`config.mk`:
```
export PLATFORM = sky130hd
export DESIGN_NAME = pbit_group_scheduler
export DESIGN_NICKNAME = d
export VERILOG_FILES = /design/src/rtl/pbit_group_scheduler.sv
export SDC_FILE = /design/constraint.sdc
export NUM_CORES = 2
export LEC_CHECK = 0
export BUFFER_PORTS_ARGS = -buffer_cell sky130_fd_sc_hd__buf_2
export CORE_MARGIN = 5
export CORE_UTILIZATION = 25
export CTS_CLUSTER_DIAMETER = 60
export DETAILED_ROUTE_END_ITERATION = 10
export MAX_ROUTING_LAYER = met4
export PLACE_DENSITY_LB_ADDON = 0.15
export REMOVE_ABC_BUFFERS = 1
export SLEW_MARGIN = 5
export SYNTH_ARGS = -nofsm -noshare
export SYNTH_HDL_FRONTEND = slang
export SYNTH_SLANG_ARGS = --single-unit
export TNS_END_PERCENT = 20
```
`constraint.sdc`:
```
create_clock -name clk -period 6.5 [get_ports clk]
set_input_delay 0.325 -clock clk [delete_from_list [all_inputs] [get_ports clk]]
set_output_delay 0.325 -clock clk [all_outputs]
set_load 0.005 [all_outputs]
```
`src/rtl/pbit_group_scheduler.sv`:
```
// pbit_group_scheduler: steps through per-colour-group enable masks onto a p-bit array and counts sweeps.
// Optional macro PBIT_GAP_CYCLE_EN inserts one all-off settling cycle between consecutive groups.
module pbit_group_scheduler #(
  parameter int N_PBITS  = 223,
  parameter int N_GROUPS = 4,
  parameter int GRP_W    = 2,
  parameter int DWELL_W  = 8,
  parameter int SWEEP_W  = 16
) (
  input  logic               clk,
  input  logic               rst,
  input  logic               run,
  input  logic               cfg_we,
  input  logic [GRP_W-1:0]   cfg_group,
  input  logic [N_PBITS-1:0] cfg_mask,
  input  logic [GRP_W:0]     num_groups,
  input  logic [DWELL_W-1:0] dwell,
  output logic [N_PBITS-1:0] Pbit_EN,
  output logic [GRP_W-1:0]   group_idx,
  output logic               busy,
  output logic               sweep_done,
  output logic [SWEEP_W-1:0] sweep_count
);

`ifdef PBIT_GAP_CYCLE_EN
  typedef enum logic [1:0] {IDLE, ACTIVE, GAP} state_t;
`else
  typedef enum logic [1:0] {IDLE, ACTIVE} state_t;
`endif

  state_t             state;
  logic [N_PBITS-1:0] mask [N_GROUPS];
  logic [DWELL_W-1:0] remaining;
  logic [GRP_W:0]     grp_cnt;

  logic [GRP_W:0]     grp_cnt_new;
  logic [GRP_W-1:0]   last_grp;
  logic [GRP_W-1:0]   next_grp;
  logic [GRP_W-1:0]   enter_grp;
  logic [GRP_W-1:0]   enter_last;
  logic               enter_pulse;
  logic               hold_pulse;
  logic [N_PBITS-1:0] enter_mask;
  logic [N_PBITS-1:0] hold_mask;

  always_comb begin
    grp_cnt_new = num_groups;
    if (num_groups == '0)
      grp_cnt_new = (GRP_W+1)'(1);
    else if (num_groups > (GRP_W+1)'(N_GROUPS))
      grp_cnt_new = (GRP_W+1)'(N_GROUPS);
  end

  assign last_grp = GRP_W'(grp_cnt - 1'b1);
  assign next_grp = (group_idx == last_grp) ? '0 : group_idx + 1'b1;

  // Group about to be entered on this edge; entering group 0 uses the freshly clamped count.
  always_comb begin
    enter_grp = '0;
    if (state == ACTIVE)
      enter_grp = next_grp;
`ifdef PBIT_GAP_CYCLE_EN
    else if (state == GAP)
      enter_grp = group_idx;
`endif
  end

  assign enter_last  = (enter_grp == '0) ? GRP_W'(grp_cnt_new - 1'b1) : last_grp;
  assign enter_pulse = (dwell == '0) && (enter_grp == enter_last);
  assign hold_pulse  = (remaining == DWELL_W'(1)) && (group_idx == last_grp);

  // A mask written on the same edge is forwarded so the new value reaches Pbit_EN immediately.
  always_comb begin
    enter_mask = '0;
    hold_mask  = '0;
    for (int g = 0; g < N_GROUPS; g++) begin
      if (enter_grp == GRP_W'(g)) enter_mask = mask[g];
      if (group_idx == GRP_W'(g)) hold_mask = mask[g];
    end
    if (cfg_we && cfg_group == enter_grp) enter_mask = cfg_mask;
    if (cfg_we && cfg_group == group_idx) hold_mask = cfg_mask;
  end

  always_ff @(posedge clk) begin
    if (rst) begin
      for (int g = 0; g < N_GROUPS; g++) mask[g] <= '0;
      state       <= IDLE;
      Pbit_EN     <= '0;
      group_idx   <= '0;
      busy        <= 1'b0;
      sweep_done  <= 1'b0;
      sweep_count <= '0;
      remaining   <= '0;
      grp_cnt     <= (GRP_W+1)'(1);
    end else begin
      for (int g = 0; g < N_GROUPS; g++)
        if (cfg_we && cfg_group == GRP_W'(g)) mask[g] <= cfg_mask;
      sweep_done <= 1'b0;
      if (!run) begin
        state     <= IDLE;
        Pbit_EN   <= '0;
        group_idx <= '0;
        remaining <= '0;
        busy      <= 1'b0;
      end else if (state == ACTIVE && remaining != '0) begin
        remaining <= remaining - 1'b1;
        Pbit_EN   <= hold_mask;
        if (hold_pulse) begin
          sweep_done  <= 1'b1;
          sweep_count <= sweep_count + 1'b1;
        end
      end
`ifdef PBIT_GAP_CYCLE_EN
      else if (state == ACTIVE) begin
        state     <= GAP;
        group_idx <= next_grp;
        Pbit_EN   <= '0;
      end
`endif
      else begin
        // The sweep pulse is registered so it coincides with the final cycle of the last group.
        state     <= ACTIVE;
        busy      <= 1'b1;
        group_idx <= enter_grp;
        remaining <= dwell;
        Pbit_EN   <= enter_mask;
        if (enter_grp == '0) grp_cnt <= grp_cnt_new;
        if (enter_pulse) begin
          sweep_done  <= 1'b1;
          sweep_count <= sweep_count + 1'b1;
        end
      end
    end
  end

endmodule

```
==> impl_metrics.toml <==
[logic_synthesis]
synthFlopType = "edfxtp_1"
syn_area_per_cell_um2 = 11.06
ys_top_cells_by_count = "897 x and2_1, 892 x edfxtp_1, 553 x nor2_1, 425 x nand2_1, 385 x clkbuf_1"
synth_area_leader_cell = "edfxtp_1"
syn-cell-area_um2 = 55030
synth-xor-area-share = 0.002251
netlist-cell-type-count = 52
synth.most_common_cell = "and2_1"
synth.area.top_cells = "edfxtp_1 49%, and2_1 10%, dfxtp_1 9.2%"
synth_cells = 4976
ys_seq_area_frac = 0.5788
synth_top_family_by_area = "simple AND/OR/NAND/NOR gates"
yosysWarningCount = 0
synthMuxAreaShare = 0.03313
synth-compound-area-share = 0.1748
synth-edff-count = 892
synth_top_area_share = 0.4868
async_flop_share = 0
synthAdderAreaFrac = 0.001819
synth-seq-cells = 1145
synthSimpleGateAreaFrac = 0.1756

[die]
start_util = 0.2509
io_pins = 483
die_area_um2 = 229600
core-area_um2 = 219300
rows = 172
die_y_um = 479.2
die_w_um = 479.2

[cts]
cts_sinks = 1145
cts_tree = "done"
cts_root_buf = "clkbuf_16"
post-cts-setup-buffer-count = 0
clockBufferDepth = 3
htree_num_levels = 4
postCtsHoldBufs = 241
clock_latency_ps = 810
clk_pin_slew_worst_paths_ps = 50
numCtsBuffers = 158
ctsResizeCount = 0

[global_routing]
grt_first_pass_wirelength_um = 310600
busiest_layer = "met2"
use_met2 = 0.2927
grt_pass1_vias = 43630
grt_max_degree = 161
grtUsageMet3 = 0.03426
antenna_found_initial = 33
track_usage = 0.1859
grtUsageMet1 = 0.2460
grt_overflow = 0

[flow_run]
drv_cap = 0

[setup_path]
critPathArrivalTime_ps = 5370
worstSetupEndpointType = "flop"
crit_required_ps = 7230
path_max_fanout = 89
worstSetupStartpointType = "flop"
critical_path_class = "reg2reg"

[drt]
drtIter0Drc = 3459
wl_um = 214800
ant_nets = 0
viasPerCell = 5.055
vias = 42970
wl_per_cell_um = 25.27
first_pass_iters = 6
drc = 0

[placement]
place_area_um2 = 60390
portBuffers = 482
pre_cts_slack_ps = 1926
place.gp.congestion = 0.7636
hpwlAfterDp_um = 103400

[timing]
finalHoldViolCount = 0
rsz0062_at_grt = "false"
slew_headroom = 0.2449
fmax_mhz = 215.6
post-route-min-period_ps = 4638
fin_crit_sh = 0.7136
setup_slack_ps = 1862
holdWs_ps = 116.5
worstMarginPinSlew_ps = 1133
fin_tns_setup_ps = 0
setup_viol_count_final = 0
drv_slew = 0
fin_skew_ps = 29.83

[finish]
final_area_um2 = 68120
layout.nets = 5720
fillers = 22110
synthToLayoutAreaGrowth_pct = 23.80
drive_gt1_frac = 0.1445

[power_and_ir_drop]
powerDensity_nw_per_um2 = 283.6
ir_drop_mv = 0.2167
leakagePower_uw = 0.02453
power_uw = 19320

[outcome]
status = "complete, no violations"

[hold_path]
hp-class = "in2reg"
==> cell type report <==
class	count	area, um^2	area share
clock buffer	211	4223	0.06199
timing repair buffer	794	5821	0.08544
tap	2871	3592	0.05273
antenna	22	55.05	0.0008081
clock inverter	84	1042	0.01530
multi-input combinational	3359	21480	0.3153
inverter	14	60.06	0.0008816
sequential	1145	31850	0.4675
==> sequential cells by signal (all words and copies together) (netlist names) <==
name         count
state            1
sweep_count     16
sweep_done       1
remaining        8
Pbit_EN        223
grp_cnt          2
group_idx        2
mask           892
==> kinds of logic (layout without fill, tap and decap cells) <==
| family | after synthesis | in the layout |
|---|---|---|
| XOR/XNOR | 12 | 12 |
| AO/OA/AOI/OAI | 1224 | 1224 |
| buffers and inverters | 472 | 1103 |
| AND/OR/NAND/NOR | 1933 | 1933 |
| adder cells (fa/ha/maj) | 8 | 8 |
| other | 0 | 22 |
| flip-flops | 1145 | 1145 |
| multiplexers | 182 | 182 |
==> through the flow <==
step	util	instances
floorplan	-	4518
global placement	0.2754	7942
detailed placement	0.2754	7942
CTS	0.3104	8478
global route	0.3106	8498
finish	0.3106	8500
==> worst paths after layout <==
kind	from	to	slack, ps	cells past startpoint
worst max register to register	group_idx[1]	Pbit_EN[156]	1860	9
worst max-delay path	group_idx[1]	Pbit_EN[156]	1860	9
worst min-delay path	num_groups[0]	grp_cnt[0]	120	5
worst min register to register	sweep_count[14]	sweep_count[14]	500	2
==> per-layer routing <==
metal,share of wire,vias to the layer above
met5,0,-
li1,-,19530
met4,0.024,0
met1,0.46,21720
met3,0.059,342
met2,0.46,1373
==> placed cells by master (no fill, tap or decap), types with 5 or more instances in the layout <==
master,count
xnor2_1,9
nor2_1,552
o2111a_1,223
nand2_1,423
buf_12,37
clkinvlp_4,6
clkinv_1,19
buf_2,482
buf_4,34
and3_1,5
a22oi_1,223
o21ai_0,53
or3_1,8
clkbuf_8,7
dlygate4sd3_1,241
o31ai_1,8
clkbuf_16,158
dfxtp_1,253
a21oi_1,243
nor3_1,6
clkinv_2,19
or4_1,8
clkbuf_1,46
and2_1,896
nand3_1,7
inv_6,7
o211ai_1,225
diode_2,22
edfxtp_1,892
bufinv_16,16
a221oi_1,223
a211oi_1,7
clkinv_8,7
inv_1,13
mux2i_1,181
==> worst max-delay path, stage by stage, from the launching register on <==
cell and delay (ps):
dfxtp_1 750, inv_1 290, ha_4 910, nand2_1 340
a211oi_4 470, buf_12 520, buf_4 560, a221oi_1 180
nand2_1 130, o2111a_1 200
==> where the power goes <==
part           switching, uW  internal (uW)  total (uW)
clock network           3560           5260        8820
logic                   1110            666        1780
registers                276           8450        8720
total                   4950          14400       19300
No activity file was read; power rests on OpenSTA's default activity.
